<file path="src/rtl/load_store_unit.sv">
// Load/store unit: accepts one CPU memory request at a time, screens it for
// faults, drives the memory block for legal accesses and returns one response.
module load_store_unit #(
  parameter int ADDR_WIDTH = 13,
  parameter int BUS_WIDTH  = 32
) (
  input  logic                 clk,
  input  logic                 rst_n,
  input  logic                 req_valid,
  output logic                 req_ready,
  input  logic                 req_we,
  input  logic [BUS_WIDTH-1:0] req_addr,
  input  logic [BUS_WIDTH-1:0] req_wdata,
  input  logic [1:0]           req_size,
  input  logic                 req_sign,
  output logic                 resp_valid,
  input  logic                 resp_ready,
  output logic [BUS_WIDTH-1:0] resp_rdata,
  output logic                 resp_error,
  output logic [1:0]           resp_cause,
  output logic                 mem_we,
  output logic [BUS_WIDTH-1:0] mem_addr,
  output logic [BUS_WIDTH-1:0] mem_data,
  output logic [1:0]           mem_size,
  output logic                 mem_sign,
  input  logic [BUS_WIDTH-1:0] mem_out,
  input  logic                 mem_error
);

  typedef enum logic [1:0] {
    IDLE  = 2'b00,
    ISSUE = 2'b01,
    WAIT  = 2'b10,
    RESP  = 2'b11
  } state_t;

  localparam logic [1:0] CAUSE_NONE     = 2'b00;
  localparam logic [1:0] CAUSE_MISALIGN = 2'b01;
  localparam logic [1:0] CAUSE_RANGE    = 2'b10;
  localparam logic [1:0] CAUSE_ILLEGAL  = 2'b11;

  localparam logic [1:0] SIZE_HALF = 2'b01;
  localparam logic [1:0] SIZE_WORD = 2'b10;
  localparam logic [1:0] SIZE_BAD  = 2'b11;

  state_t                 state_reg, state_next;
  logic                   we_reg, we_next;
  logic [BUS_WIDTH-1:0]   addr_reg, addr_next;
  logic [BUS_WIDTH-1:0]   wdata_reg, wdata_next;
  logic [1:0]             size_reg, size_next;
  logic                   sign_reg, sign_next;
  logic [1:0]             cause_reg, cause_next;
  logic [BUS_WIDTH-1:0]   rdata_reg, rdata_next;

  logic                   accept;
  logic                   mem_active;
  logic [1:0]             req_cause;
  logic [BUS_WIDTH-1:0]   high_bits;

  // Address bits at or above ADDR_WIDTH mark a byte address beyond the memory.
  genvar gi;
  generate
    for (gi = 0; gi < BUS_WIDTH; gi = gi + 1) begin : g_high
      if (gi >= ADDR_WIDTH) begin : g_out
        assign high_bits[gi] = req_addr[gi];
      end else begin : g_in
        assign high_bits[gi] = 1'b0;
      end
    end
  endgenerate

  always_comb begin
    req_cause = CAUSE_NONE;
    if (|high_bits) begin
      req_cause = CAUSE_RANGE;
    end else if (req_size == SIZE_BAD) begin
      req_cause = CAUSE_ILLEGAL;
    end else if (((req_size == SIZE_WORD) && (req_addr[1:0] != 2'b00)) ||
                 ((req_size == SIZE_HALF) && req_addr[0])) begin
      req_cause = CAUSE_MISALIGN;
    end
  end

  assign req_ready = (state_reg == IDLE);
  assign accept    = req_valid && req_ready;

  always_comb begin
    state_next = state_reg;
    we_next    = we_reg;
    addr_next  = addr_reg;
    wdata_next = wdata_reg;
    size_next  = size_reg;
    sign_next  = sign_reg;
    cause_next = cause_reg;
    rdata_next = rdata_reg;

    case (state_reg)
      IDLE: begin
        if (accept) begin
          we_next    = req_we;
          addr_next  = req_addr;
          wdata_next = req_wdata;
          size_next  = req_size;
          sign_next  = req_sign;
          cause_next = req_cause;
          rdata_next = '0;
          // Faulted requests never reach the memory.
          state_next = (req_cause != CAUSE_NONE) ? RESP : ISSUE;
        end
      end
      ISSUE: begin
        if (we_reg) begin
          if (mem_error) begin
            cause_next = CAUSE_ILLEGAL;
          end
          state_next = RESP;
        end else begin
          state_next = WAIT;
        end
      end
      WAIT: begin
        // A memory-reported fault returns zero data, like every other fault.
        rdata_next = mem_error ? '0 : mem_out;
        if (mem_error) begin
          cause_next = CAUSE_ILLEGAL;
        end
        state_next = RESP;
      end
      RESP: begin
        if (resp_ready) begin
          state_next = IDLE;
        end
      end
      default: begin
        state_next = IDLE;
      end
    endcase
  end

  always_ff @(posedge clk) begin
    if (!rst_n) begin
      state_reg <= IDLE;
      we_reg    <= 1'b0;
      addr_reg  <= '0;
      wdata_reg <= '0;
      size_reg  <= 2'b00;
      sign_reg  <= 1'b0;
      cause_reg <= CAUSE_NONE;
      rdata_reg <= '0;
    end else begin
      state_reg <= state_next;
      we_reg    <= we_next;
      addr_reg  <= addr_next;
      wdata_reg <= wdata_next;
      size_reg  <= size_next;
      sign_reg  <= sign_next;
      cause_reg <= cause_next;
      rdata_reg <= rdata_next;
    end
  end

  assign mem_active = (state_reg == ISSUE) || (state_reg == WAIT);
  assign mem_addr   = mem_active ? addr_reg  : '0;
  assign mem_data   = mem_active ? wdata_reg : '0;
  assign mem_size   = mem_active ? size_reg  : 2'b00;
  assign mem_sign   = mem_active ? sign_reg  : 1'b0;
  // Gated by rst_n so a store interrupted by reset never writes.
  assign mem_we     = (state_reg == ISSUE) && we_reg && rst_n;

  assign resp_valid = (state_reg == RESP);
  assign resp_rdata = resp_valid ? rdata_reg : '0;
  assign resp_cause = resp_valid ? cause_reg : CAUSE_NONE;
  assign resp_error = (resp_cause != CAUSE_NONE);

endmodule
</file>
<file path="config.mk">
export PLATFORM = sky130hd
export DESIGN_NAME = load_store_unit
export DESIGN_NICKNAME = d
export VERILOG_FILES = /design/src/rtl/load_store_unit.sv
export SDC_FILE = /design/constraint.sdc
export NUM_CORES = 1
export LEC_CHECK = 0
export BUFFER_PORTS_ARGS = -buffer_cell sky130_fd_sc_hd__buf_4
export CORE_UTILIZATION = 35
export DETAILED_ROUTE_END_ITERATION = 7
export SETUP_SLACK_MARGIN = 0.3
export SLEW_MARGIN = 20
export SYNTH_ARGS = -nofsm -noshare
export SYNTH_HDL_FRONTEND = slang
export SYNTH_SLANG_ARGS = --single-unit
</file>
<file path="constraint.sdc">
create_clock -name clk -period 2.9 [get_ports clk]
set_input_delay 0.435 -clock clk [delete_from_list [all_inputs] [get_ports clk]]
set_output_delay 0.435 -clock clk [all_outputs]
set_load 0.05 [all_outputs]
</file>
==> impl_metrics.json <==
{
  "ios": 210,
  "r2r_slack_ns": 0.92,
  "grt_pass1_vias": 4276,
  "chipWidth_um": 119,
  "overflow": 0,
  "core_um2": 13300,
  "hold_buffers": 0,
  "h-tree-depth": 3,
  "worst_clock_skew_ns": 0.00648,
  "synth_fa_ha_area_share_pct": 1.31,
  "critPathMaxFanout": 48,
  "final_common_cell": "buf_4",
  "p_total_mw": 5.58,
  "synth-edff-count": 0,
  "vias": 4491,
  "clk_pin_slew_ns": 0.07,
  "rows": 42,
  "setup_viol": 0,
  "drc": 0,
  "syn_to_final_growth_pct": 41.9,
  "cts_tree": "yes",
  "end_kind": "output pin",
  "avgSynthCellArea_um2": 8.03,
  "cp-start-kind": "register",
  "yosys.area.top_type_share_pct": 43.5,
  "crit_type": "register to output pin",
  "cts_sinks": 104,
  "leakagePower_nw": 2.93,
  "reg2reg_from": "state_reg[0]",
  "final.min_clock_period_ns": 2.32,
  "syn_nets": 706,
  "ctsLongestPathBuffers": 2,
  "switchingPower_mw": 2.30,
  "endpoint": "mem_data[8]",
  "p_comb_share_pct": 44.5,
  "grt_usage_pct": 18.9,
  "synth-xor-area-share_pct": 0,
  "synth_seq_cells": 104,
  "ys.flop_type": "dfxtp_1",
  "synth-compound-area-share_pct": 17.8,
  "numCtsBuffers": 9,
  "post_cts_buffers": 0,
  "grt_pass1_wl_mm": 21.5,
  "yosys.area_share.simple_pct": 32.2,
  "max-slew-margin-rel_pct": 61.2,
  "dieArea_um2": 14100,
  "viasPerCell": 4.68,
  "cts-resized-gates": 0,
  "die_y_um": 119,
  "cts_root_buf": "clkbuf_16",
  "nFillCells": 1294,
  "critical_path_required_ns": 2.47,
  "vdd_drop_max_uv": 412,
  "ys_top_cells_by_area": "dfxtp_1 (44%), and2_1 (13%), nand2_1 (13%)",
  "p_sw_share_pct": 41.2,
  "diodes": 0,
  "grt_max_degree": 60,
  "drive_gt1_share_pct": 30.9,
  "instances_no_fill": 960,
  "nets": 889,
  "synth_area_um2": 4780,
  "initial_core_util_pct": 36.0,
  "rr_worst_depth": 7,
  "portBuffers": 209,
  "first_pass_iters": 4,
  "hold_violations": 0,
  "syn_inst": 596,
  "finalSetupTns_ns": 0,
  "cp.arrival_ns": 1.89,
  "synth_mux_area_share_pct": 0,
  "synth_largest_area_cell": "dfxtp_1",
  "pwr-share-seq_pct": 31.4,
  "p_clk_share_pct": 24.2,
  "layout_common_cells": "buf_4 (215), nand2_1 (169), dfxtp_1 (104), and2_1 (101), a21boi_0 (70)",
  "antenna_found_initial": 0,
  "routabilityCongestion": 0.749,
  "async_flop_share_pct": 0,
  "wl_per_cell_um": 14.0,
  "crit_start": "state_reg[1]",
  "postRouteAntennaNets": 0,
  "r2r_end": "rdata_reg[25]",
  "synth_warnings": 0,
  "finalMaxSlewViolations": 0,
  "layout_worst_path_cycle_share_pct": 80.1,
  "ys_seq_area_share_pct": 43.5,
  "synth.distinct_cells": 34,
  "status": "completed",
  "synth_top_family_by_area": "simple AND/OR/NAND/NOR gates",
  "hold_class": "input port to register",
  "rsz0062_at_grt": "no",
  "fmax_mhz": 431,
  "initialDrtViolationCount": 220,
  "dp.cells": 944,
  "p_per_area_nw_per_um2": 821,
  "internal-power_mw": 3.28,
  "place_hpwl_mm": 9.66,
  "cap_viol_max_count": 0,
  "worstMarginPinSlew_ns": 0.582,
  "routed_wl_mm": 13.4,
  "clock_latency_ns": 0.34
}
## worst min-delay path by stage
stage,from,end,slack [ns],depth (start not counted)
after floorplan,rdata_reg[17],rdata_reg[17],0.43,2
after global placement,rdata_reg[9],rdata_reg[9],0.43,2
after detailed placement,rdata_reg[3],rdata_reg[3],0.44,2
after CTS,req_wdata[3],wdata_reg[3],0.33,3
after global routing,req_addr[11],addr_reg[11],0.34,3
final,req_wdata[3],wdata_reg[3],0.34,3
## metal layers
layer | vias to the layer above | track usage (%) | wire length (um)
li1 | 2289 | - | -
met1 | 2073 | 22.4 | 5700
met2 | 117 | 33.6 | 6910
met3 | 12 | 3.64 | 632
met4 | 0 | 7.44 | 195
met5 | - | 0 | 0
## worst max-delay path, cell delays in order, from the launching register on
cell and delay [ns]:
dfxtp_1 0.40, inv_1 0.12, ha_4 0.42, buf_12 0.23, and2_1 0.16, buf_4 0.20
## final cells by class
| class | count | area [um^2] | share of cell area, % |
|---|---|---|---|
| Inverter | 7 | 26.3 | 0.387 |
| Clock inverter | 3 | 90.1 | 1.33 |
| Multi-Input combinational cell | 440 | 2480 | 36.5 |
| Clock buffer | 13 | 240 | 3.54 |
| Tap cell | 176 | 220 | 3.24 |
| Timing Repair Buffer | 217 | 1650 | 24.4 |
| Sequential cell | 104 | 2080 | 30.7 |
## power groups by stage
stage          combinational [mW]  sequential (mW)  clock (mW)
2_1_floorplan                1.77             1.75           0
3_3_place_gp                 2.44             1.77           0
3_5_place_dp                 2.48             1.78           0
4_1_cts                      2.48             1.75        1.39
5_1_grt                      2.71             1.78        1.45
6_report                     2.48             1.75        1.35
## Yosys cell counts (4+ instances only)
cell type	instances
buf_2	12
nand2_1	169
o21ai_0	4
a21boi_1	16
buf_4	5
nand3_1	32
ha_1	5
inv_1	7
clkbuf_1	26
a21oi_1	14
and2_1	102
nor2_1	4
a21boi_0	70
dfxtp_1	104
## stage by stage
| stage | utilization, % | setup slack (ns) | hold slack (ns) | area [um^2] |
|---|---|---|---|---|
| 6_report | 51.1 | 0.578 | 0.343 | 6790 |
| 5_1_grt | 51.1 | 0.414 | 0.335 | 6790 |
| 4_1_cts | 51.0 | 0.402 | 0.328 | 6780 |
| 3_5_place_dp | 48.5 | 0.777 | 0.441 | 6450 |
| 3_3_place_gp | 48.5 | 0.838 | 0.434 | 6450 |
| 2_1_floorplan | - | 0.559 | 0.426 | 4780 |
## cell families (layout without fill, tap and decap cells)
kind of cell / Yosys count / after routing
AND/OR/NAND/NOR: 319 / 319
AO/OA/AOI/OAI: 116 / 116
flip-flops: 104 / 104
buffers and inverters: 52 / 240
adder cells (fa/ha/maj): 5 / 5
(Power assumes the default switching activity.)
